<file path="src/rtl/neuron_lut_loader_if.sv">
// Configuration stream and lookup port bundle for neuron_lut_loader.
// master drives beats and lookup requests; slave is the loader.
interface neuron_lut_loader_if #(
  parameter int unsigned IN_BITS = 8,
  parameter int unsigned LOAD_W  = 8
);
  logic              cfg_valid;
  logic              cfg_ready;
  logic [LOAD_W-1:0] cfg_data;
  logic              cfg_last;

  logic               in_valid;
  logic [IN_BITS-1:0] M0;
  logic               out_valid;
  logic               M1;

  modport master (
    output cfg_valid, cfg_data, cfg_last, in_valid, M0,
    input  cfg_ready, out_valid, M1
  );

  modport slave (
    input  cfg_valid, cfg_data, cfg_last, in_valid, M0,
    output cfg_ready, out_valid, M1
  );
endinterface

</file>
<file path="src/rtl/neuron_lut_loader.sv">
// Runtime-loadable 2^IN_BITS x 1 truth-table neuron with stream loader and registered lookup.
// Optional macro LUT_CRC_EN appends a CRC-8 (poly 0x07) beat to each image; LOAD_W must then be 8.
module neuron_lut_loader #(
  parameter int unsigned IN_BITS = 8,
  parameter int unsigned LOAD_W  = 8
) (
  input  logic                clk,
  input  logic                rst,
  neuron_lut_loader_if.slave  bus,
  output logic                load_done,
  output logic                load_err,
  output logic                table_valid
);
  localparam int unsigned DEPTH  = 2 ** IN_BITS;
  localparam int unsigned NBEATS = DEPTH / LOAD_W;
  localparam int unsigned SEL_W  = $clog2(LOAD_W);
  localparam int unsigned WA_W   = IN_BITS - SEL_W;
`ifdef LUT_CRC_EN
  localparam int unsigned LAST_IDX = NBEATS;
`else
  localparam int unsigned LAST_IDX = NBEATS - 1;
`endif
  localparam int unsigned CNT_W  = $clog2(LAST_IDX + 1);

  typedef enum logic [1:0] {S_IDLE, S_LOAD, S_READY, S_ERR} state_e;

  state_e             state_q, state_d;
  logic [CNT_W-1:0]   cnt_q, cnt_d;
  logic               cfg_ready_q;
  logic               load_done_q, load_done_d;
  logic               load_err_q, load_err_d;
  logic               table_valid_q, table_valid_d;
  logic               out_valid_q, out_valid_d;
  logic               m1_q, m1_d;

  logic               beat_acc;
  logic               wr_en;
  logic [CNT_W-1:0]   idx;
  logic [LOAD_W-1:0]  rd_word;

  logic [LOAD_W-1:0]  mem_q [NBEATS];

`ifdef LUT_CRC_EN
  logic [7:0] crc_q, crc_d;

  // CRC-8, poly 0x07, MSB-first over one beat.
  function automatic logic [7:0] crc8_step(input logic [7:0] crc_in, input logic [LOAD_W-1:0] d);
    logic [7:0] c;
    logic       fb;
    c = crc_in;
    for (int i = int'(LOAD_W) - 1; i >= 0; i--) begin
      fb = c[7] ^ d[i];
      c  = {c[6:0], 1'b0} ^ (fb ? 8'h07 : 8'h00);
    end
    return c;
  endfunction
`endif

  always_ff @(posedge clk) begin
    if (rst) begin
      state_q       <= S_IDLE;
      cnt_q         <= '0;
      cfg_ready_q   <= 1'b0;
      load_done_q   <= 1'b0;
      load_err_q    <= 1'b0;
      table_valid_q <= 1'b0;
      out_valid_q   <= 1'b0;
      m1_q          <= 1'b0;
`ifdef LUT_CRC_EN
      crc_q         <= 8'h00;
`endif
    end else begin
      state_q       <= state_d;
      cnt_q         <= cnt_d;
      cfg_ready_q   <= 1'b1;
      load_done_q   <= load_done_d;
      load_err_q    <= load_err_d;
      table_valid_q <= table_valid_d;
      out_valid_q   <= out_valid_d;
      m1_q          <= m1_d;
`ifdef LUT_CRC_EN
      crc_q         <= crc_d;
`endif
    end
  end

  // Table storage is never reset; table_valid_q gates every read.
  always_ff @(posedge clk) begin
    if (wr_en) begin
      mem_q[idx[WA_W-1:0]] <= bus.cfg_data;
    end
  end

  // Loader FSM: a beat outside LOAD always starts a fresh image at index 0.
  always_comb begin
    state_d       = state_q;
    cnt_d         = cnt_q;
    load_done_d   = 1'b0;
    load_err_d    = load_err_q;
    table_valid_d = table_valid_q;
    wr_en         = 1'b0;
    beat_acc      = bus.cfg_valid && cfg_ready_q;
    idx           = (state_q == S_LOAD) ? cnt_q : '0;
`ifdef LUT_CRC_EN
    crc_d         = crc_q;
`endif

    if (beat_acc) begin
      if (state_q != S_LOAD) begin
        table_valid_d = 1'b0;
        load_err_d    = 1'b0;
      end
      state_d = S_LOAD;
      cnt_d   = idx + CNT_W'(1);
`ifdef LUT_CRC_EN
      if (idx == CNT_W'(LAST_IDX)) begin
        cnt_d = '0;
        if (bus.cfg_last && (bus.cfg_data == LOAD_W'(crc_q))) begin
          state_d       = S_READY;
          table_valid_d = 1'b1;
          load_done_d   = 1'b1;
        end else begin
          state_d    = S_ERR;
          load_err_d = 1'b1;
        end
      end else begin
        wr_en = 1'b1;
        crc_d = crc8_step((idx == '0) ? 8'h00 : crc_q, bus.cfg_data);
        if (bus.cfg_last) begin
          cnt_d      = '0;
          state_d    = S_ERR;
          load_err_d = 1'b1;
        end
      end
`else
      wr_en = 1'b1;
      if (idx == CNT_W'(LAST_IDX)) begin
        cnt_d = '0;
        if (bus.cfg_last) begin
          state_d       = S_READY;
          table_valid_d = 1'b1;
          load_done_d   = 1'b1;
        end else begin
          state_d    = S_ERR;
          load_err_d = 1'b1;
        end
      end else if (bus.cfg_last) begin
        cnt_d      = '0;
        state_d    = S_ERR;
        load_err_d = 1'b1;
      end
`endif
    end
  end

  // Lookup reads the pre-edge table, so a request alongside a first beat sees old data.
  always_comb begin
    rd_word     = mem_q[bus.M0[IN_BITS-1:SEL_W]];
    out_valid_d = bus.in_valid && table_valid_q;
    m1_d        = bus.in_valid && table_valid_q && rd_word[bus.M0[SEL_W-1:0]];
  end

  assign bus.cfg_ready = cfg_ready_q;
  assign bus.out_valid = out_valid_q;
  assign bus.M1        = m1_q;
  assign load_done     = load_done_q;
  assign load_err      = load_err_q;
  assign table_valid   = table_valid_q;

endmodule

</file>
<file path="src/flat_wrapper.sv">
// flat-port wrapper written by rule: the top's interface ports become plain ports
module neuron_lut_loader_flat 
#(
  parameter int unsigned IN_BITS = 8,
  parameter int unsigned LOAD_W  = 8
)
  (clk, rst, load_done, load_err, table_valid, bus_cfg_valid, bus_cfg_data, bus_cfg_last, bus_in_valid, bus_M0, bus_cfg_ready, bus_out_valid, bus_M1);
  neuron_lut_loader_if #(.IN_BITS(IN_BITS), .LOAD_W(LOAD_W)) bus_i ();
  input  logic clk;
  input  logic rst;
  output logic load_done;
  output logic load_err;
  output logic table_valid;
  input wire logic [$bits(bus_i.cfg_valid)-1:0] bus_cfg_valid;
  input wire logic [$bits(bus_i.cfg_data)-1:0] bus_cfg_data;
  input wire logic [$bits(bus_i.cfg_last)-1:0] bus_cfg_last;
  input wire logic [$bits(bus_i.in_valid)-1:0] bus_in_valid;
  input wire logic [$bits(bus_i.M0)-1:0] bus_M0;
  output wire logic [$bits(bus_i.cfg_ready)-1:0] bus_cfg_ready;
  output wire logic [$bits(bus_i.out_valid)-1:0] bus_out_valid;
  output wire logic [$bits(bus_i.M1)-1:0] bus_M1;
  assign bus_i.cfg_valid = bus_cfg_valid;
  assign bus_i.cfg_data = bus_cfg_data;
  assign bus_i.cfg_last = bus_cfg_last;
  assign bus_i.in_valid = bus_in_valid;
  assign bus_i.M0 = bus_M0;
  assign bus_cfg_ready = bus_i.cfg_ready;
  assign bus_out_valid = bus_i.out_valid;
  assign bus_M1 = bus_i.M1;
  neuron_lut_loader #(.IN_BITS(IN_BITS), .LOAD_W(LOAD_W)) u_core (.clk(clk), .rst(rst), .bus(bus_i), .load_done(load_done), .load_err(load_err), .table_valid(table_valid));
endmodule
</file>
<file path="config.mk">
export PLATFORM = sky130hd
export DESIGN_NAME = neuron_lut_loader_flat
export DESIGN_NICKNAME = d
export VERILOG_FILES = /design/src/rtl/neuron_lut_loader_if.sv /design/src/rtl/neuron_lut_loader.sv /design/src/flat_wrapper.sv
export SDC_FILE = /design/constraint.sdc
export NUM_CORES = 1
export LEC_CHECK = 0
export ABC_AREA = 1
export ABC_CLOCK_PERIOD_IN_PS = 1800
export BUFFER_PORTS_ARGS = -buffer_cell sky130_fd_sc_hd__buf_2
export CORE_MARGIN = 4
export CORE_UTILIZATION = 35
export CTS_BUF_LIST = sky130_fd_sc_hd__clkbuf_2 sky130_fd_sc_hd__clkbuf_4 sky130_fd_sc_hd__clkbuf_8
export CTS_CLUSTER_DIAMETER = 150
export DETAILED_ROUTE_END_ITERATION = 16
export PLACE_DENSITY_LB_ADDON = 0.08
export SLEW_MARGIN = 20
export SYNTH_ARGS = -nofsm -noshare
export SYNTH_HDL_FRONTEND = slang
export SYNTH_SLANG_ARGS = --single-unit
</file>
<file path="constraint.sdc">
create_clock -name clk -period 1.8 [get_ports clk]
set_input_delay 0.09 -clock clk [delete_from_list [all_inputs] [get_ports clk]]
set_output_delay 0.09 -clock clk [all_outputs]
set_load 0.1 [all_outputs]
</file>
==> results of run 1 <==
==> what timing repair did <==
| action | CTS | global route |
|---|---|---|
| pin swaps | 26 | 27 |
| resized for setup | 14 | 33 |
| buffers inserted | 3 | 2 |
| hold endpoints to repair | 25 | 0 |
| hold buffers | 6 | 0 |
| setup endpoints to repair | 255 | 265 |
==> path summary, 6_finish.rpt <==
path | from | end | cells after the start
setup / recovery | u_core.state_q[0] | u_core.mem_q[18][4] | 10
hold / removal | bus_cfg_valid | u_core.state_q[0] | 4
setup reg to reg | u_core.state_q[0] | u_core.mem_q[18][4] | 10
hold reg to reg | u_core.cnt_q[0] | u_core.cnt_q[0] | 2
==> sequential cells by signal (all words and copies together), names as in the netlist <==
name / cells
u_core.table_valid: 1
u_core.load_done: 1
u_core.bus.M1: 1
u_core.state_q: 2
u_core.load_err: 1
u_core.bus.out_valid: 1
u_core.mem_q: 256
u_core.bus.cfg_ready: 1
u_core.cnt_q: 5
==> metal layers <==
metal / track usage (%) / routed length, um / vias up
li1: - / - / 3570
met1: 24.18 / 13470 / 3499
met2: 28.37 / 14040 / 128
met3: 3.088 / 1262 / 63
met4: 5.013 / 706 / 4
met5: 0 / 29 / -
==> cell usage after synthesis, drive strengths merged <==
library cell	instances	area, sq um
buf	46	317.8
nor2	46	172.7
nand2	302	1134
dfxtp	13	260.3
nand4	1	6.260
a21oi	9	45.04
a211oi	1	7.510
inv	21	78.83
or2	2	12.51
o21ai	3	15.01
clkbuf	8	30.03
edfxtp	256	7687
nand3	244	1221
a31oi	1	6.260
ha	5	62.56
nand3b	1	7.510
nor3	2	10.01
==> worst max-delay path, stage by stage (launching register included) <==
cell	delay, ns
dfxtp_2	0.31
inv_2	0.06
nor2_4	0.05
inv_4	0.08
nor2_4	0.05
buf_6	0.12
inv_2	0.08
ha_2	0.18
nand2_2	0.09
buf_12	0.18
nor2_4	0.25
==> metrics by stage <==
step | setup TNS [ns] | area, sq um | worst slack, ns | hold slack, ns | cells
3_3_place_gp | -15.34 | 12390 | -0.1674 | 0.3985 | 1392
5_1_grt | -7.430 | 13630 | -0.08239 | 0.03891 | 1485
6_report | 0 | 13630 | 0.01381 | 0.04501 | 1485
3_5_place_dp | -19.85 | 12390 | -0.1552 | 0.4058 | 1392
2_1_floorplan | -19.99 | 11330 | -0.08100 | 0.1889 | 961
4_1_cts | -0.003439 | 13490 | -0.002772 | 0.02016 | 1484
==> cell type report <==
class	count	area [sq um]	area share, %
Multi-Input combinational cell	617	3084	22.63
Tap cell	396	495.5	3.635
Inverter	21	83.83	0.6150
Clock buffer	76	908.4	6.664
Timing Repair Buffer	99	1076	7.894
Clock inverter	7	30.03	0.2203
Sequential cell	269	7954	58.35
==> kinds of logic after synthesis <==
family / share of synthesized area, %
flip-flops: 71.77
adder cells (fa/ha/maj): 0.5649
buffers and inverters: 3.853
AND/OR/NAND/NOR: 23.15
AO/OA/AOI/OAI: 0.6666
==> power by group through the flow <==
stage                     Clock (mW)  Combinational (mW)  Sequential, mW
final                           5.50               0.886            6.87
after global routing            5.98               0.985            6.87
after CTS                       5.69               0.895            6.87
after detailed placement           0               0.878            7.00
after global placement             0               0.879            7.00
after floorplan                    0               0.446            7.01
==> flow_summary.toml, run 1 <==
[synthesis]
yosysUniqueCellTypes = 21
synthCells = 961
yosysWarnings = 0
synth_area_sq_mm = 0.01107
yosysSeqAreaShare_pct = 71.77
syn-num-nets = 987
ys_ff_latch = 269
avgSynthCellArea_sq_um = 11.52

[cts]
clk_path_buf_depth = 3
cts_made_buffers = 47
cts_sinks = 269
cts_tree = "built"
path_clk_slew_ns = 0.06
root_buffer = "clkbuf_8"
clock_latency_ns = 0.55
htreeDepth = 2

[critical_path]
endpoint_kind = "flop"
cp.required_ns = 2.02
cp_max_fo = 8
r2r_slack_ns = 0.01
critical_path.startpoint_type = "flop"
crit_arrival_ns = 2.01
crit_type = "reg -> reg"

[power_and_ir_drop]
clock_power_share_pct = 41.5
p_leak_nw = 4.858
vdd_drop_max_v = 0.0004721
power.share.combinational_pct = 6.7
p_int_mw = 10.31
sw_frac_of_total_pct = 22.20
p_switching_mw = 2.942
total_power_mw = 13.25
p_seq_share_pct = 51.8
power_density_mw_per_mm2 = 972.2

[floorplanning]
start_util_pct = 35.83
die_h_um = 185.9
die_w_um = 185.9
rows = 64
core-area_sq_mm = 0.03091
die_area_sq_mm = 0.03455
pin_count = 27

[global_route]
grt_pass1_wl_mm = 44.98
grt_start_max_net_pins = 41
globalRouteOverflowTotal = 0
antenna_found_initial = 2
track_usage_pct = 17.44
grt_pass1_vias = 7369

[detailed_routing]
drt_iter0_markers = 430
firstDrtPassIters = 4
antenna_left = 0
vias_per_cell = 4.892
routed_wl_mm = 29.50
vias = 7264
drc = 0
wire_per_inst_um = 19.87

[min_path]
min_path_type = "in -> reg"

[timing]
fmax_mhz = 559.9
drv_slew = 0
setup_viol = 0
tightest_slew_ns = 0.7192
layout_min_cycle_time_ns = 1.786
hold_violations = 0
slew_headroom_pct = 52.05
min_period_over_period_pct = 99.23
rsz0062_at_grt = "true"
finalClockSkew_ns = 0.01942

[layout]
fin_util_pct = 44.10
fill_cells = 2964
drive_gt1_share_pct = 21.95
layout_common_cells = "296 x nand2_1, 256 x edfxtp_1, 244 x nand3_1, 54 x clkbuf_8, 38 x nor2_4"
diodes = 0
final_common_cell = "nand2_1"
finalNetCount = 1081
area_growth_pct = 23.09

[outcome]
status = "finished clean"

[placement]
io_buffers = 26
place_hpwl_mm = 18.52
gp_congestion = 0.7916

[flow_run]
drv_cap = 0
No activity file was read; power rests on OpenSTA's default activity.
==> inputs of run 2 (changes only) <==
- CTS_BUF_LIST: sky130_fd_sc_hd__clkbuf_2 sky130_fd_sc_hd__clkbuf_4 sky130_fd_sc_hd__clkbuf_8 -> sky130_fd_sc_hd__clkbuf_16
==> run 2 against run 1 <==
  * Core utilization down 0.11 points
  * Clock skew down 0.0054 ns
  * Register-to-register slack about the same
  * Final cell count down 2.2%
  * Maximum frequency up 0.17%
  * Global-route usage down 0.21 points
  * Critical path depth unchanged
  * Final area down 0.25%
  * Via count down 1.8%
  * Critical path type unchanged
  * Critical endpoint is now u_core.mem_q[12][3]
  * Largest cell class unchanged
==> flow_summary.toml, run 2 (synthesized netlist as in run 1, its figures left out) <==
[flow_run]
drv_cap = 0

[placement]
place_hpwl_mm = 18.52
place_area_sq_mm = 0.01239
dpl.cell_count = 1392
io_buffers = 26
place_ws_ns = -0.1552
gp_congestion = 0.7916

[power_and_ir_drop]
power.share.combinational_pct = 6.7
vdd_drop_max_v = 0.0006611
total_power_mw = 13.25
p_int_mw = 10.35
p_switching_mw = 2.903
p_leak_nw = 4.843
clock_power_share_pct = 41.5
sw_frac_of_total_pct = 21.91
p_seq_share_pct = 51.8
power_density_mw_per_mm2 = 974.4

[detailed_routing]
drt_iter0_markers = 441
vias = 7131
wire_per_inst_um = 20.17
antenna_left = 0
firstDrtPassIters = 5
drc = 0
routed_wl_mm = 29.31
vias_per_cell = 4.908

[timing]
drv_slew = 0
hold_violations = 0
min_period_over_period_pct = 99.07
layout_min_cycle_time_ns = 1.783
rsz0062_at_grt = "true"
fmax_mhz = 560.8
setup_ws_ns = 0.01676
finalSetupTns_ns = 0
slew_headroom_pct = 53.29
tightest_slew_ns = 0.7007
setup_viol = 0
finalClockSkew_ns = 0.01404

[global_route]
track_usage_pct = 17.23
grt_pass1_wl_mm = 44.63
globalRouteOverflowTotal = 0
grt_pass1_vias = 7253
grt_start_max_net_pins = 41
antenna_found_initial = 2

[layout]
area_growth_pct = 22.79
finalNetCount = 1064
largest_reg_flops = 256
final_area_sq_mm = 0.01360
stdcell_count = 1453
drive_gt1_share_pct = 19.21
final_common_cell = "nand2_1"
layout_common_cells = "292 x nand2_1, 256 x edfxtp_1, 244 x nand3_1, 38 x nor2_4, 32 x buf_4"
diodes = 0

[critical_path]
cp_max_fo = 8
crit_slowest_cell = "dfxtp_2"
cp.required_ns = 2.02
endpoint_kind = "flop"
cp_cell_sequence = "inv_2 -> nor2_4 -> inv_4 -> nor2_4 -> buf_6 -> inv_2 -> ha_2 -> nand2_2 -> buf_12 -> nor2_4"
slowest_delay_ns = 0.31
crit_top_cell = "nor2_4"
critical_path.startpoint_type = "flop"
crit_type = "reg -> reg"
crit_arrival_ns = 2.00

[floorplanning]
core-area_sq_mm = 0.03091
die_area_sq_mm = 0.03455
pin_count = 27
start_util_pct = 35.83
die_w_um = 185.9
die_h_um = 185.9
rows = 64

[cts]
cts_made_buffers = 30
root_buffer = "clkbuf_16"
clk_path_buf_depth = 3
path_clk_slew_ns = 0.06
htreeDepth = 1
cts_sinks = 269
clock_latency_ns = 0.54
cts_tree = "built"

[outcome]
status = "finished clean"

[min_path]
min_path_type = "in -> reg"
## run 2: cell count changes in the layout (fill, tap and decap cells not counted), sizes merged
cell	previous run	this run
clkinvlp	0	1
clkbuf	76	31
clkinv	7	11
inv	21	28
bufinv	0	1
## run 2: final cells by class
cell class | instances | area [sq um]
Multi-Input combinational cell | 617 | 3093
Clock buffer | 31 | 775.7
Timing Repair Buffer | 99 | 1085
Inverter | 21 | 83.83
Fill cell | 2947 | 17310
Clock inverter | 20 | 111.4
Sequential cell | 269 | 7954
Tap cell | 396 | 495.5
## run 2: power groups by stage
stage / logic, mW / clock network, mW / registers (mW)
final: 0.884 / 5.50 / 6.87
after detailed placement: 0.878 / 0 / 7.00
after global placement: 0.879 / 0 / 7.00
after global routing: 0.984 / 5.93 / 6.87
after CTS: 0.896 / 5.66 / 6.87
after floorplan: 0.446 / 0 / 7.01
## run 2: stage by stage
stage	util, %	hold slack (ns)
floorplan	-	0.1889
global placement	40.07	0.3985
detailed placement	40.07	0.4058
CTS	43.45	0.02186
global route	43.99	0.06039
finish	43.99	0.03815
## run 2: final timing paths
path	slack [ns]	end	cells past startpoint	start
setup reg to reg	0.02	u_core.mem_q[12][3]	10	u_core.state_q[0]
setup / recovery	0.02	u_core.mem_q[12][3]	10	u_core.state_q[0]
hold reg to reg	0.47	u_core.cnt_q[0]	2	u_core.cnt_q[0]
hold / removal	0.04	u_core.cnt_q[0]	5	bus_cfg_valid
## run 2: worst max-delay path, delay by kind of cell (launching register included)
family,cells,cell delay (ns)
adder cells (fa/ha/maj),1,0.17
buffers and inverters,5,0.51
flip-flops,1,0.31
AND/OR/NAND/NOR,4,0.45
## run 2: routing by layer
metal	vias up	part of all wire, %	GRT usage [%]
met1	3432	46	23.78
met5	-	0.092	0
met4	4	2.4	4.284
li1	3534	-	-
met3	48	3.9	2.814
met2	113	47	28.66
## run 2: repair_timing
action                                  4_1_cts  5_1_grt
pin swaps                                    22       29
hold buffers                                  6        0
endpoints found under the hold margin        19        0
endpoints found under the setup margin      255      266
gates resized for setup                      12       39
setup buffers                                 3        2
